`src/rtl/muldiv_sequencer.sv`:
```
// muldiv_sequencer: radix-2 iterative mult/div unit owning HI/LO, with pipeline stall and flush.
module muldiv_sequencer #(
  parameter int WIDTH = 32
) (
  input  logic             clock,
  input  logic             reset,
  input  logic             op_valid,
  input  logic [5:0]       Function_opcode,
  input  logic [WIDTH-1:0] op_a,
  input  logic [WIDTH-1:0] op_b,
  input  logic             flush,
  output logic [WIDTH-1:0] HI,
  output logic [WIDTH-1:0] LO,
  output logic [WIDTH-1:0] hilo_rdata,
  output logic             busy,
  output logic             stall,
  output logic             done
);
  localparam logic [1:0] IDLE = 2'd0, CALC = 2'd1, FIX = 2'd2;
  localparam int CW = $clog2(WIDTH);
  localparam logic [5:0] F_MULT = 6'b011000, F_MULTU = 6'b011001, F_DIV = 6'b011010,
                         F_DIVU = 6'b011011, F_MTHI = 6'b010001, F_MTLO = 6'b010011,
                         F_MFHI = 6'b010000, F_MFLO = 6'b010010;

  logic [1:0]         state_q, state_d;
  logic [2*WIDTH-1:0] acc_q, acc_d;
  logic [WIDTH-1:0]   sh_q, sh_d, k_q, k_d, hi_q, hi_d, lo_q, lo_d;
  logic [CW-1:0]      cnt_q, cnt_d;
  logic               div_q, div_d, sign_quo_q, sign_quo_d, sign_rem_q, sign_rem_d, done_q, done_d;

  logic               is_mul, is_div, is_sgn, is_mthi, is_mtlo, is_mfhi, is_mflo, hilo_op, accept, ge;
  logic [WIDTH-1:0]   abs_a, abs_b, new_rem;
  logic [WIDTH:0]     rem_ext;
  logic [2*WIDTH-1:0] mul_step, div_step, prod;

  assign is_mul  = Function_opcode == F_MULT || Function_opcode == F_MULTU;
  assign is_div  = Function_opcode == F_DIV || Function_opcode == F_DIVU;
  assign is_sgn  = Function_opcode == F_MULT || Function_opcode == F_DIV;
  assign is_mthi = Function_opcode == F_MTHI;
  assign is_mtlo = Function_opcode == F_MTLO;
  assign is_mfhi = Function_opcode == F_MFHI;
  assign is_mflo = Function_opcode == F_MFLO;
  assign hilo_op = is_mul | is_div | is_mthi | is_mtlo | is_mfhi | is_mflo;
  assign accept  = op_valid & ~flush & (state_q == IDLE);

  assign abs_a = (is_sgn & op_a[WIDTH-1]) ? -op_a : op_a;
  assign abs_b = (is_sgn & op_b[WIDTH-1]) ? -op_b : op_b;

  // sh_q shifts out multiplier (mul) or dividend (div) bits MSB first; k_q is the fixed operand
  assign mul_step = {acc_q[2*WIDTH-2:0], 1'b0} + (sh_q[WIDTH-1] ? {{WIDTH{1'b0}}, k_q} : '0);
  assign rem_ext  = {acc_q[2*WIDTH-1:WIDTH], sh_q[WIDTH-1]};
  assign ge       = rem_ext >= {1'b0, k_q};
  assign new_rem  = ge ? rem_ext[WIDTH-1:0] - k_q : rem_ext[WIDTH-1:0];
  assign div_step = {new_rem, acc_q[WIDTH-2:0], ge};
  assign prod     = sign_quo_q ? -acc_q : acc_q;

  always_comb begin
    state_d    = state_q;
    acc_d      = acc_q;
    sh_d       = sh_q;
    k_d        = k_q;
    cnt_d      = cnt_q;
    div_d      = div_q;
    sign_quo_d = sign_quo_q;
    sign_rem_d = sign_rem_q;
    hi_d       = hi_q;
    lo_d       = lo_q;
    done_d     = 1'b0;
    if (state_q == IDLE) begin
      if (accept & (is_mul | is_div)) begin
        state_d    = CALC;
        acc_d      = '0;
        sh_d       = is_div ? abs_a : abs_b;
        k_d        = is_div ? abs_b : abs_a;
        cnt_d      = CW'(WIDTH - 1);
        div_d      = is_div;
        sign_quo_d = is_sgn & (op_a[WIDTH-1] ^ op_b[WIDTH-1]);
        sign_rem_d = is_sgn & op_a[WIDTH-1];
      end
      hi_d = (accept & is_mthi) ? op_a : hi_q;
      lo_d = (accept & is_mtlo) ? op_a : lo_q;
    end else if (flush) begin
      state_d = IDLE;
    end else if (state_q == CALC) begin
      acc_d   = div_q ? div_step : mul_step;
      sh_d    = {sh_q[WIDTH-2:0], 1'b0};
      cnt_d   = cnt_q - 1'b1;
      state_d = (cnt_q == '0) ? FIX : CALC;
    end else begin
      state_d = IDLE;
      done_d  = 1'b1;
      hi_d    = div_q ? (sign_rem_q ? -acc_q[2*WIDTH-1:WIDTH] : acc_q[2*WIDTH-1:WIDTH]) : prod[2*WIDTH-1:WIDTH];
      lo_d    = div_q ? (sign_quo_q ? -acc_q[WIDTH-1:0] : acc_q[WIDTH-1:0]) : prod[WIDTH-1:0];
    end
  end

  always_ff @(posedge clock or negedge reset) begin
    if (!reset) begin
      state_q    <= IDLE;
      acc_q      <= '0;
      sh_q       <= '0;
      k_q        <= '0;
      cnt_q      <= '0;
      div_q      <= 1'b0;
      sign_quo_q <= 1'b0;
      sign_rem_q <= 1'b0;
      hi_q       <= '0;
      lo_q       <= '0;
      done_q     <= 1'b0;
    end else begin
      state_q    <= state_d;
      acc_q      <= acc_d;
      sh_q       <= sh_d;
      k_q        <= k_d;
      cnt_q      <= cnt_d;
      div_q      <= div_d;
      sign_quo_q <= sign_quo_d;
      sign_rem_q <= sign_rem_d;
      hi_q       <= hi_d;
      lo_q       <= lo_d;
      done_q     <= done_d;
    end
  end

  assign HI         = hi_q;
  assign LO         = lo_q;
  assign busy       = state_q != IDLE;
  assign stall      = op_valid & hilo_op & busy;
  assign done       = done_q;
  assign hilo_rdata = (op_valid & is_mfhi) ? hi_q : (op_valid & is_mflo) ? lo_q : '0;
endmodule

```
`config.mk`:
```
export PLATFORM = sky130hd
export DESIGN_NAME = muldiv_sequencer
export DESIGN_NICKNAME = d
export VERILOG_FILES = /design/src/rtl/muldiv_sequencer.sv
export SDC_FILE = /design/constraint.sdc
export NUM_CORES = 1
export LEC_CHECK = 0
export BUFFER_PORTS_ARGS = -buffer_cell sky130_fd_sc_hd__buf_2
export CAP_MARGIN = 20
export CORE_ASPECT_RATIO = 1.75
export CORE_UTILIZATION = 40
export DETAILED_ROUTE_END_ITERATION = 6
export PLACE_DENSITY = 0.55
export SLEW_MARGIN = 20
export SYNTH_ARGS = -nofsm -noshare
export SYNTH_HDL_FRONTEND = slang
export SYNTH_SLANG_ARGS = --single-unit
```
`constraint.sdc`:
```
create_clock -name clock -period 6.9 [get_ports clock]
set_input_delay 1.035 -clock clock [delete_from_list [all_inputs] [get_ports clock]]
set_output_delay 1.035 -clock clock [all_outputs]
set_load 0.01 [all_outputs]
```
==> results.md, run 1 <==
- In this run the power density over the cells is around 210 nW/µm².
- The number of enable-type register cells in the synthesized netlist is 0.
- The filler cell count is around 4,600.
- The number of iterations in the first detailed-routing pass is 5.
- After detailed placement, the design holds a cell count of 2,885.
- The compound-gate portion of the synthesized area is 0.258.
- The footprint of the multi-input gates is ~12,000 µm².
- Max-cap violations in this run came to 0.
- The clock tree from TritonCTS is yes.
- The total area inside the core boundary comes to between 40,000 and 50,000 µm².
- The critical path arrival is around 5000 ps.
- The initial antenna violation count is 0.
- The most used flip-flop cell after synthesis is sky130_fd_sc_hd__dfrtp_1.
- The static leakage power is between 0.009 and 0.01 µW.
- The cell sitting at the root of the clock tree is a sky130_fd_sc_hd__clkbuf_16.
- The register clock-pin slew on the reported worst setup and hold paths is ~60 ps.
- The worst slack on hold paths is roughly 470 ps.
- The first global-routing pass estimated roughly 110,000 µm of wire.
- After synthesis, the share of cell area in mux cells is 0.0422.
- The transition time at the pin with the least slew margin is 1080 ps.
- In this run the tightest slew margin relative to its limit is 0.277.
- After detailed routing, the number of remaining DRC violations is 0.
- The count of buffers from port buffering is ~170.
- The synthesized area per cell is 7.69 µm².
- At the worst endpoint, the required time is ~7300 ps.
- Counting distinct cell types in the post-synthesis netlist gives 87.
- The final layout net count is 2,490.
- The effective utilization at floorplan is 0.405.
- The buffer count from post-CTS setup fixing is 0.
- Of the total synthesized cell area, the portion taken by AND, OR, NAND and NOR gates is 0.211.
- The global router's overall resource usage is 0.330.
- The TritonCTS buffer count is 23.
- The wire length after detailed routing is 74,600 µm.
- The flow ran to the end, and the final reports show no timing, DRC or antenna violations.
- The critical-path maximum fanout is 32.
- VDD sags by at most roughly 0.00021 V.
- The library cell used most frequently in the layout, excluding fill and tap cells, is sky130_fd_sc_hd__nor2_1.
- The post-layout instance count excluding filler cells is slightly below 3,000.
- Setup repair after global routing left no endpoint under its margin.
- The fraction of layout cells with a size suffix above 1 is 0.127.
- After floorplanning, the core was divided into 101 placement rows.
- In the final layout, flip-flops and latches occupy just over 5000 µm².
- The clock network latency to the later pin of the worst-skew pair is roughly 540 ps.
- The category of the critical setup timing path is flip-flop to flip-flop.
- The worst hold path class is input pin to asynchronous set/reset pin.
- STA classifies the critical path endpoint as a flip-flop.
- The number of failing hold endpoints at the final stage came to 0.
- about 170 I/O pins were placed.
- The via count of the routed design is 17,797.
- In the synthesized netlist the async set-or-reset flop fraction comes to 1.00.
- The setup TNS after final layout is 0 ps.
- Counting I/O delays and the setup requirement, the final critical path takes between 4000 and 5000 ps.
- The number of failing setup endpoints in the final timing report is 0.
- The maximum buffer depth of the clock tree is 3.
- After detailed routing, the average wire length per cell comes to ~26 µm.
- In the layout the commonest cells are 281 x sky130_fd_sc_hd__nor2_1, 243 x sky130_fd_sc_hd__nand2_1, 207 x sky130_fd_sc_hd__o21ai_0.
- The HPWL after detailed placement is roughly 58,000 µm.
- Entering global routing, the biggest net connects 146 pins.
- The completed layout was analyzed and its total power is 4170 µW.
- The number of max-slew violations in the final report is 0.
- Counting every net in the synthesized netlist gives ~2,400.
- For this design, the sink count on the clock tree is around 200.
- Gates resized during post-CTS repair numbered 0.
- Of the total synthesized cell area, the portion taken by full adders, half adders and majority gates is 0.0523.
- The number of levels in the clock H-tree is 1.
- The via count of the first global-routing pass is around 17,000.
- The sequential fraction of the synthesis area is 0.290.
- The post-synthesis instance area is between 15,000 and 20,000 µm².
- The remaining number of nets flagged by the antenna check after routing is 0.
- From synthesis to final layout, the design area changed by 11.5%.
- The post-route clock period utilization is 0.678.
- The category of the worst setup path launch point is a flip-flop.
- In the routed layout, each cell is associated on average with a via count of roughly 6.1.
- The cell count after synthesis came out at 2,275.
- The area share of xor/xnor cells in the synthesized design is 0.0961.
- After the first detailed-routing iteration, the DRC count stood at roughly 1,300.
- The floorplan step set the die height to 279 µm.
- The die footprint is 44,600 µm².
- After synthesis, the largest family of logic cells by area is compound AO/OA/AOI/OAI gates.
- The antenna diode count is 0.
- The die width is approximately 160 µm.
- The maximum clock frequency is 214 MHz.
- For this design, the CTS-stage hold fixing added 0 buffers.
- Between clock sinks in the finished design, the worst skew comes to between 10 and 15 ps.
- Routability-driven placement finished with a final weighted congestion of about 0.96.
- After global routing the overflow that remains totals 0.
- In this run, synthesis produced a sequential element count of a little over 200.
- During synthesis, Yosys emitted a total of 0 warnings.
logic make-up after synthesis:
| group | count (synthesis) |
|---|---|
| xor+xnor | 192 |
| simple gates | 792 |
| flops | 203 |
| buf+inv | 232 |
| fa+ha+maj | 72 |
| mux | 72 |
| compound gates | 712 |
cell usage after synthesis (all sizes together), types with 51 or more instances:
cell | number | share of area
inv | 72 | 0.015
o21ai | 210 | 0.060
a22oi | 51 | 0.022
nand3 | 61 | 0.017
ha | 70 | 0.050
a21oi | 183 | 0.053
xnor2 | 109 | 0.055
clkbuf | 145 | 0.031
dfrtp | 203 | 0.29
xor2 | 83 | 0.042
nor2 | 283 | 0.061
nand2 | 244 | 0.052
mux2i | 58 | 0.033
path summary, 6_finish.rpt:
kind | startpoint | end | slack [ps] | cells after the start
min in group clock | cnt_q[4] | state_q[1] | 480 | 1
max reg2reg | sh_q[31] | acc_q[55] | 2220 | 12
min | reset | k_q[17] | 470 | 1
max | sh_q[31] | acc_q[55] | 2220 | 12
max in group asynchronous | reset | LO[22] | 5120 | 2
min reg2reg | cnt_q[4] | state_q[1] | 480 | 1
per-stage QoR:
stage               setup WS, ps   util  area [µm²]
finish                      2220  0.452       19500
global route                1990  0.452       19500
CTS                         2310  0.452       19500
detailed placement          2320  0.434       18800
global placement            2370  0.434       18800
floorplan                   3420      -       17500
where the power goes:
group          leakage [µW]  switching, µW  internal (µW)
logic               0.00605            876            503
clock network      0.000370            564            734
registers           0.00272            157           1340
total               0.00914           1600           2580
registers in the layout, summed over array words and instances, names as in the netlist:
signal,flops
k_q,32
cnt_q,5
sign_quo_q,1
done,1
state_q,2
acc_q,64
sh_q,32
LO,32
sign_rem_q,1
div_q,1
HI,32
area by class of cell:
class,count,area share
repair buffers,204,0.0575
flip-flops and latches,203,0.260
inverters,72,0.0138
multi-input cells,1840,0.593
clock inverters,10,0.00596
clock buffers,31,0.0331
well taps,566,0.0363
worst max-delay path, cell delays in order, from the launching register on:
cell                       delay (ps)
sky130_fd_sc_hd__dfrtp_1          430
sky130_fd_sc_hd__inv_1            800
sky130_fd_sc_hd__nor2_1           120
sky130_fd_sc_hd__ha_1             370
sky130_fd_sc_hd__a21oi_1          310
sky130_fd_sc_hd__nor2_1            90
sky130_fd_sc_hd__a2111o_1         400
sky130_fd_sc_hd__or3_1            330
sky130_fd_sc_hd__o21ai_2          310
sky130_fd_sc_hd__o31ai_2          190
sky130_fd_sc_hd__a31oi_1          770
sky130_fd_sc_hd__o221ai_1         210
sky130_fd_sc_hd__a21o_1           210
routing by layer:
layer	vias up	global-route usage	routed length [µm]
met5	-	0	0
met3	191	0.0255	2790
met2	607	0.602	38500
met4	0	0.254	6550
li1	8318	-	-
met1	8681	0.349	26800
No activity file was read; power rests on OpenSTA's default activity.
==> run 2: changes to the inputs <==
--- a/config.mk
+++ b/config.mk
@@ -5,12 +5,13 @@
 export SDC_FILE = /design/constraint.sdc
 export NUM_CORES = 1
 export LEC_CHECK = 0
+export ABC_AREA = 1
 export BUFFER_PORTS_ARGS = -buffer_cell sky130_fd_sc_hd__buf_2
 export CAP_MARGIN = 20
 export CORE_ASPECT_RATIO = 1.75
 export CORE_UTILIZATION = 40
 export DETAILED_ROUTE_END_ITERATION = 6
-export PLACE_DENSITY = 0.55
+export PLACE_DENSITY = 0.54
 export SLEW_MARGIN = 20
 export SYNTH_ARGS = -nofsm -noshare
 export SYNTH_HDL_FRONTEND = slang
==> constraint.sdc (replaced) <==
create_clock -name clock -period 4.6 [get_ports clock]
set_input_delay 0.69 -clock clock [delete_from_list [all_inputs] [get_ports clock]]
set_output_delay 0.69 -clock clock [all_outputs]
set_load 0.01 [all_outputs]
==> run 2 against run 1 <==
- sequential share of layout area is 4.6 points lower
- highest routed layer is now met5
- critical endpoint unchanged
- clock-buffer cell count up 2
- critical path depth rose by 1
==> results.md, run 2 <==
- The hold buffer count at CTS was 0 (unchanged).
- The global router's overall resource usage was 0.399 (+0.0690).
- Setup repair after global routing left no endpoint under its margin.
- The area added between synthesis and finish is 10.4%.
- The critical path goes through inv_1 > ha_1 > nand2_1 > nor2_1 > nand3_1 > nand3_1 > nand2_1 > nand2_1 > nand2_1 > nand3_1 > nand3_1 > nand3_1 > nand2_1.
- The setup TNS after final layout is 0 ps (unchanged).
- Ranked by instance count, the synthesized netlist is headed by 1,237 x sky130_fd_sc_hd__nand2_1, 592 x sky130_fd_sc_hd__inv_1, 427 x sky130_fd_sc_hd__nor2_1.
- The distinct cell type count of the synthesized netlist is 43 (-51%).
- The count of warnings emitted by yosys is 0 (unchanged).
- The number of max-slew violations in the final report is 0 (unchanged).
- The pin count of the biggest net entering global routing is 107 (-27%).
- The fraction of the mapped netlist area in simple logic gates is 0.441 (+0.230).
- STA classifies the critical path startpoint as a flip-flop.
- The async set-reset flop share out of synthesis is 1.00 (unchanged).
- The number of failing hold endpoints at the final stage is 0 (unchanged).
- The final critical delay including setup and external delays is 3510 ps (-1170 ps).
- The number of remaining DRC errors is 0 (unchanged).
- The static leakage power is 0.0127 µW (+39%).
- The worst setup skew after layout came to 29.8 ps (+16.9 ps).
- The worst-case headroom to the max-slew limit came to 0.230 (-0.0470).
- The register clock-pin slew on the reported worst setup and hold paths is 60 ps (about the same).
- The adder and majority gate portion of the synthesized area was 0.0426 (-0.00970).
- The endpoint identified for the worst register-to-register timing path is acc_q[55].
- CTS placed an instance of sky130_fd_sc_hd__clkbuf_16 at the clock tree root.
- The filler cell count is 6,013 (+32%).
- The final global-route overflow total is 0 (unchanged).
- The synthesized area per cell is 5.66 µm² (-26%).
- The dominant combinational cell family by area after synthesis is simple AND/OR/NAND/NOR gates.
- The number of DRC markers in iteration 0 is 2,496 (+96%).
- The register ranked first by flip-flop count is acc_q.
- The flip-flop count of the largest register after layout came to 64 (unchanged).
- The number of top-level design ports is 173 (unchanged).
- The path class of the tightest hold or removal check is input pin to asynchronous set/reset pin.
- The compound-gate portion of the synthesized area came to 0.120 (-0.138).
- The number of failing setup endpoints in the final timing report is 0 (unchanged).
- The number of levels in the clock H-tree is 1 (unchanged).
- The largest incremental delay on the critical path is 680 ps (-120 ps).
- The synthesized net count is 3,939 (+63%).
- The post-route clock period utilization is 0.763 (+0.0849).
- The wire length after detailed routing is 110,000 µm (+48%).
- The slack of the worst reg-to-reg path is 1090 ps (-1130 ps).
- The clock network latency to the later pin of the worst-skew pair was 580 ps (+40 ps).
- The largest area contributor in the netlist is sky130_fd_sc_hd__dfrtp_1.
- The maximum buffer depth of the clock tree is 3 (unchanged).
- The effective utilization at floorplan is 0.404 (-0.000492).
- The y dimension of the die is 309 µm (+11%).
- Leaving out fill and tap cells, the most frequent cells in the layout are 1,237 x sky130_fd_sc_hd__nand2_1, 592 x sky130_fd_sc_hd__inv_1, 424 x sky130_fd_sc_hd__nor2_1.
- The total power draw is 11,300 µW (+170%).
- The die footprint came to 54,700 µm² (+23%).
- The data required time of the critical path is 5050 ps (-2280 ps).
- The remaining number of nets flagged by the antenna check after routing is 0 (unchanged).
- Ranked by total cell area, the synthesized netlist is headed by sky130_fd_sc_hd__dfrtp_1 24%, sky130_fd_sc_hd__nand2_1 22%, sky130_fd_sc_hd__inv_1 10%.
- The via count of the routed design was 25,833 (+45%).
- The transition time at the pin with the least slew margin is 1150 ps (+68.9 ps).
- The kind of capture point of the worst setup path is a flip-flop.
- The critical path arrival was 3960 ps (-1150 ps).
- The library cell used most frequently in the layout, excluding fill and tap cells, is sky130_fd_sc_hd__nand2_1.
- The share of cell area taken by muxes after synthesis is 0 (-0.0422).
- The TritonCTS buffer count is 24 (+4.3%).
- The post-synthesis instance area is 21,500 µm² (+23%).
- The reported max-cap violation count came to 0 (unchanged).
- The register area is 5080 µm² (about the same).
- The footprint of the multi-input gates is 13,500 µm² (+17%).
- The slowest stage of the critical path is the sky130_fd_sc_hd__dfrtp_1 cell.
- The launching point of the worst reg2reg path is k_q[8].
- The global-route wire length before repair is 158,000 µm (+43%).
- The worst-case reg-to-reg path depth came to 13 (+1).
- The worst slack on hold paths is 192 ps (-276 ps).
- The flip-flop and latch count after synthesis was 203 (unchanged).
- The peak supply drop is 0.000272 V (+30%).
- The critical path in this run is classified as flip-flop to flip-flop.
- The maximum clock frequency came to 285 MHz (+33%).
- The critical-path maximum fanout is 30 (-6.3%).
- TritonCTS built the clock tree.
- The post-cts resize count is 0 (unchanged).
- The average vias per placed instance was 5.63 (-7.5%).
- The initial antenna violation count is 10 (+10).
- The number of cells produced by synthesis came to 3,793 (+67%).
- The flow ran to the end, and the final reports show no timing, DRC or antenna violations.
- The fraction of layout cells with a size suffix above 1 is 0.0738 (-0.0529).
- The number of enable-type register cells in the synthesized netlist is 0 (unchanged).
- The via count of the first global-routing pass is 24,750 (+42%).
- The area share of xor/xnor cells in the synthesized design is 0.0269 (-0.0692).
- The core area is 53,100 µm² (+23%).
- The last weighted congestion value of the routability-driven placer is 1.05 (+9.1%).
- The most used flip-flop cell after synthesis is sky130_fd_sc_hd__dfrtp_1.
- The count of buffers from port buffering is 172 (unchanged).
- The sequential fraction of the synthesis area is 0.237 (-0.0538).
- The number of sinks handled by clock tree synthesis is 203 (unchanged).
- The average wire per standard cell is 24.0 µm (-5.8%).
- The power density over cell area came to 475 nW/µm² (+120%).
- The leading cell type by number of instances after synthesis is sky130_fd_sc_hd__nand2_1.
- The die width is 177 µm (+11%).
- The final layout net count is 4,033 (+62%).
- The share of the synthesized area in the top cell type came to 0.237 (-0.0538).
- The buffer count from post-CTS setup fixing is 0 (unchanged).
- The row count is 112 (+11%).
- The number of iterations in the first detailed-routing pass is 7 (+2).
- The sum of net half-perimeters after detailed placement came to 88,700 µm (+53%).
==> run 2: cell types whose count changed after synthesis, sizes merged, moves of 60 or more <==
cell	previous run	this run
a21oi	183	123
inv	72	600
nand2	244	1237
nand3	61	413
nand4	16	76
nor2	283	435
xnor2	109	16
==> run 2: worst max path at each step <==
| stage | depth (start not counted) | from | to | slack [ps] |
|---|---|---|---|---|
| 4_1_cts | 12 | sh_q[31] | acc_q[55] | 850 |
| 3_5_place_dp | 12 | sh_q[31] | acc_q[55] | 860 |
| 3_3_place_gp | 12 | sh_q[31] | acc_q[55] | 880 |
| 2_1_floorplan | 8 | Function_opcode[4] | hilo_rdata[10] | 1980 |
| 6_report | 13 | k_q[8] | acc_q[55] | 1090 |
| 5_1_grt | 13 | k_q[12] | acc_q[55] | 930 |
==> run 2: critical path, delay by kind of cell (launching register included) <==
| family | cells | cell delay (ps) |
|---|---|---|
| and+or+nand+nor | 11 | 2110 |
| adders and majority gates | 1 | 410 |
| buffers and inverters | 1 | 180 |
| DFF | 1 | 680 |
==> run 2: kinds of logic after synthesis <==
| logic type | after synthesis |
|---|---|
| xor gates and xnor gates | 66 |
| DFF | 203 |
| buffers and inverters | 748 |
| AOI/OAI and AO/OA | 445 |
| and+or+nand+nor | 2259 |
| adders and majority gates | 72 |
==> run 2: power by group <==
group	total, µW	internal [µW]	switching [µW]
sequential	3030	2190	838
combinational	6280	1830	4450
clock	1960	1070	886
==> run 2: final cells by class <==
class	count	share of cell area
multi-input cells	2842	0.571
flip-flops and latches	203	0.214
inverters	603	0.0955
repair buffers	213	0.0502
well taps	684	0.0361
clock buffers	33	0.0280
clock inverters	9	0.00391
diodes	4	0.000422
==> run 2: per-layer routing <==
layer	track usage	wire length [µm]	vias up
li1	-	-	12233
met1	0.407	38000	11926
met2	0.673	52900	1180
met3	0.0753	7000	482
met4	0.386	12400	12
met5	0	78	-
==> run 2: stage by stage <==
step                      instance area, µm²  std cells  setup slack (ps)   util
after detailed placement               22900       4545               859  0.432
after global routing                   23700       4587               933  0.446
after global placement                 22900       4545               883  0.432
after floorplan                        21500       3793              1980      -
after CTS                              23700       4587               854  0.446
final                                  23700       4591              1090  0.446
==> run 3: changes to the inputs <==
--- a/config.mk
+++ b/config.mk
@@ -11,7 +11,7 @@
 export CORE_ASPECT_RATIO = 1.75
 export CORE_UTILIZATION = 40
 export DETAILED_ROUTE_END_ITERATION = 6
-export PLACE_DENSITY = 0.54
+export PLACE_DENSITY = 0.56
 export SLEW_MARGIN = 20
 export SYNTH_ARGS = -nofsm -noshare
 export SYNTH_HDL_FRONTEND = slang
==> constraint.sdc (replaced) <==
create_clock -name clock -period 3.1 [get_ports clock]
set_input_delay 0.465 -clock clock [delete_from_list [all_inputs] [get_ports clock]]
set_output_delay 0.465 -clock clock [all_outputs]
set_load 0.01 [all_outputs]
==> run 3 against run 2 <==
- the run now ends with design-rule violations left
- sequential share of layout area is 0.76 points lower
- critical path type unchanged
- sequential power increased by 38%
- global-route usage is 0.81 points higher
- highest routed layer unchanged
- final cell count grew 2.0%
==> results.md, run 3 (synthesis gave the netlist of run 2 again) <==
- The clock network latency to the later pin of the worst-skew pair came to 590 ps (about the same).
- The number of failing hold endpoints at the final stage came to 0 (unchanged).
- The die width came to 177 µm (unchanged).
- The critical path goes through buf_12 > nand2_1 > inv_1 > ha_1 > nand2_1 > nor2_1 > and2_2 > nand3_1 > nand3b_1 > buf_4 > nor2_1 > o21ai_0 > buf_4 > o211ai_1 > o21ai_0.
- The via count of the routed design is 26,289 (+1.8%).
- The y dimension of the die was 309 µm (unchanged).
- The global-route wire length before repair is 161,000 µm (+2.1%).
- The effective utilization at floorplan was 0.404 (unchanged).
- The last weighted congestion value of the routability-driven placer came to 1.07 (+1.8%).
- The remaining number of nets flagged by the antenna check after routing is 0 (unchanged).
- The met3 track demand over resource in global routing is 0.0590 (-0.0163).
- The initial antenna violation count is 3 (-7).
- The data required time of the critical path was 3600 ps (-1450 ps).
- In the layout the commonest cells are 1,234 x sky130_fd_sc_hd__nand2_1, 592 x sky130_fd_sc_hd__inv_1, 420 x sky130_fd_sc_hd__nor2_1.
- The core area is 53,100 µm² (unchanged).
- The met2 routing resource usage after global routing is 0.699 (+0.0257).
- The die footprint was 54,700 µm² (unchanged).
- The slowest stage of the critical path is the sky130_fd_sc_hd__dfrtp_2 cell.
- The global router's overall resource usage is 0.407 (+0.00810).
- The finished layout cell area is 24,600 µm² (+3.7%).
- The number of remaining DRC errors was 2 (+2).
- The most utilized layer in the global route result is met2.
- The TritonCTS buffer count is 24 (unchanged).
- The static leakage power is 0.0132 µW (+3.9%).
- The worst-case headroom to the max-slew limit is 0.337 (+0.108).
- The pre-CTS setup slack came to 28.3 ps (-830 ps).
- On the critical path the largest part of the delay comes from simple AND/OR/NAND/NOR gates.
- The fraction of layout cells with a size suffix above 1 came to 0.0979 (+0.0241).
- The reported max-cap violation count is 0 (unchanged).
- The buffer count from post-CTS setup fixing was 0 (unchanged).
- The pin count of the biggest net entering global routing came to 93 (-13%).
- The average vias per placed instance is 5.62 (-0.19%).
- The total power draw is 17,300 µW (+54%).
- The maximum buffer depth of the clock tree is 3 (unchanged).
- The peak supply drop is 0.000528 V (+94%).
- The setup slack of the critical path after layout is 74.4 ps (-1020 ps).
- The final layout net count was 4,123 (+2.2%).
- The row count is 112 (unchanged).
- The share of power burned in combinational logic is 0.586 (+0.028).
- The critical path arrival was 3530 ps (-430 ps).
- The flow ran to the end, but the final reports show violations.
- TritonCTS built the clock tree.
- The number of buffer and inverter stages on the critical path is 4 (+3).
- The power density over cell area came to 704 nW/µm² (+48%).
- The average wire per standard cell is 24.0 µm (-0.23%).
- The wire length after detailed routing is 112,000 µm (+1.7%).
- The number of levels in the clock H-tree is 1 (unchanged).
- The net switching share of the total power was 0.534 (-0.0147).
- The worst hold path class is input pin to flip-flop.
- The placed instance area is 23,700 µm² (+3.5%).
- The tree is rooted in a sky130_fd_sc_hd__clkbuf_16.
- The internal power summed over all cells was 8070 µW (+59%).
- The met1 track demand over resource in global routing is 0.418 (+0.0116).
- The critical path is of the flip-flop to flip-flop type.
- The final critical delay including setup and external delays came to 3030 ps (-482 ps).
- The area added between synthesis and finish is 14.4%.
- The number of sinks handled by clock tree synthesis was 203 (unchanged).
- The sum of net half-perimeters after detailed placement is 92,600 µm (+4.4%).
- The setup TNS after final layout came to 0 ps (unchanged).
- The critical-path maximum fanout is 23 (-23%).
- The flip-flop count of the largest register after layout was 64 (unchanged).
- The number of top-level design ports is 173 (unchanged).
- The largest incremental delay on the critical path is 490 ps (-190 ps).
- The clock network fraction of design power is 0.172 (-0.002).
- The net switching power came to 9240 µW (+50%).
- The number of max-slew violations in the final report is 0 (unchanged).
- STA classifies the critical path endpoint as a flip-flop.
- The final global-route overflow total was 0 (unchanged).
- The number of iterations in the first detailed-routing pass came to 7 (unchanged).
- The worst setup skew after layout is 42.8 ps (+13.0 ps).
- The sequential share of power is 0.242 (-0.027).
- The transition time at the pin with the least slew margin is 984 ps (-169 ps).
- The commonest non-fill, non-tap cell in the layout is sky130_fd_sc_hd__nand2_1.
- The category of the worst setup path launch point is a flip-flop.
- The register ranked first by flip-flop count is acc_q.
- The via count of the first global-routing pass came to 24,996 (+0.99%).
- The post-route clock period utilization is 0.976 (+0.213).
- The number of DRC markers in iteration 0 was 2,305 (-7.7%).
- The final reports fail on design-rule violations.
- The number of failing setup endpoints in the final timing report is 0 (unchanged).
- The register clock-pin slew on the reported worst setup and hold paths was 60 ps (about the same).
- The maximum clock frequency was 331 MHz (+16%).
- The count of buffers from port buffering is 172 (unchanged).
-- run 3: changes by cell type in the layout (fill, tap and decap cells not counted), moves of 4 or more --
cell	change
sky130_fd_sc_hd__buf_12	+10
sky130_fd_sc_hd__buf_4	+79
sky130_fd_sc_hd__clkinvlp_4	+4
sky130_fd_sc_hd__nor2_1	-4
sky130_fd_sc_hd__nor2_2	+4
-- run 3: layer usage --
| layer | part of all wire | wire [µm] | vias to the layer above |
|---|---|---|---|
| li1 | - | - | 12435 |
| met1 | 0.34 | 38300 | 12168 |
| met2 | 0.49 | 54500 | 1203 |
| met3 | 0.060 | 6710 | 481 |
| met4 | 0.11 | 12800 | 2 |
| met5 | 0.00011 | 12 | - |
-- run 3: worst paths after layout --
check	start	end	slack [ps]	depth (start not counted)
max	sh_q[31]	acc_q[22]	70	15
min	flush	done	140	2
max reg2reg	sh_q[31]	acc_q[22]	70	15
min reg2reg	cnt_q[4]	cnt_q[4]	500	2
max in group asynchronous	reset	div_q	1740	3
min in group asynchronous	reset	acc_q[35]	510	2
-- run 3: stage by stage --
step | hold slack [ps] | cells | utilization
after detailed placement | 482 | 4634 | 0.447
after floorplan | 169 | 3793 | -
after CTS | 134 | 4678 | 0.462
after global placement | 483 | 4634 | 0.447
final | 143 | 4681 | 0.463
after global routing | 161 | 4680 | 0.463
-- run 3: worst register-to-register path, stage by stage, from the launching register on --
cell and delay, ps:
sky130_fd_sc_hd__dfrtp_2 490, sky130_fd_sc_hd__buf_12 200, sky130_fd_sc_hd__nand2_1 200, sky130_fd_sc_hd__inv_1 110, sky130_fd_sc_hd__ha_1 380, sky130_fd_sc_hd__nand2_1 130, sky130_fd_sc_hd__nor2_1 190, sky130_fd_sc_hd__and2_2 230
sky130_fd_sc_hd__nand3_1 90, sky130_fd_sc_hd__nand3b_1 130, sky130_fd_sc_hd__buf_4 150, sky130_fd_sc_hd__nor2_1 40, sky130_fd_sc_hd__o21ai_0 240, sky130_fd_sc_hd__buf_4 180, sky130_fd_sc_hd__o211ai_1 90, sky130_fd_sc_hd__o21ai_0 90
-- run 3: timing repair --
action / CTS / global route
hold endpoints to repair: 14 / 0
pin swaps: 1 / 1
endpoints found under the setup margin: 2 / 31
hold buffers: 1 / 0
gates resized for setup: 2 / 9
-- run 3: power by group through the flow --
| stage | combinational [µW] | sequential [µW] | clock [µW] |
|---|---|---|---|
| finish | 10200 | 4190 | 2970 |
| global route | 11000 | 4190 | 3050 |
| CTS | 9900 | 4130 | 2980 |
| detailed placement | 9860 | 4180 | 0 |
| global placement | 9860 | 4170 | 0 |
| floorplan | 6060 | 3730 | 0 |
-- run 3: area by class of cell --
cell class / instances / area (µm²)
Clock inverter: 10 / 106
Timing Repair Buffer: 303 / 1990
Clock buffer: 33 / 694
Antenna cell: 3 / 7.51
Sequential cell: 203 / 5080
Fill cell: 6038 / 28500
Multi-Input combinational cell: 2842 / 13600
Inverter: 603 / 2260
Tap cell: 684 / 856
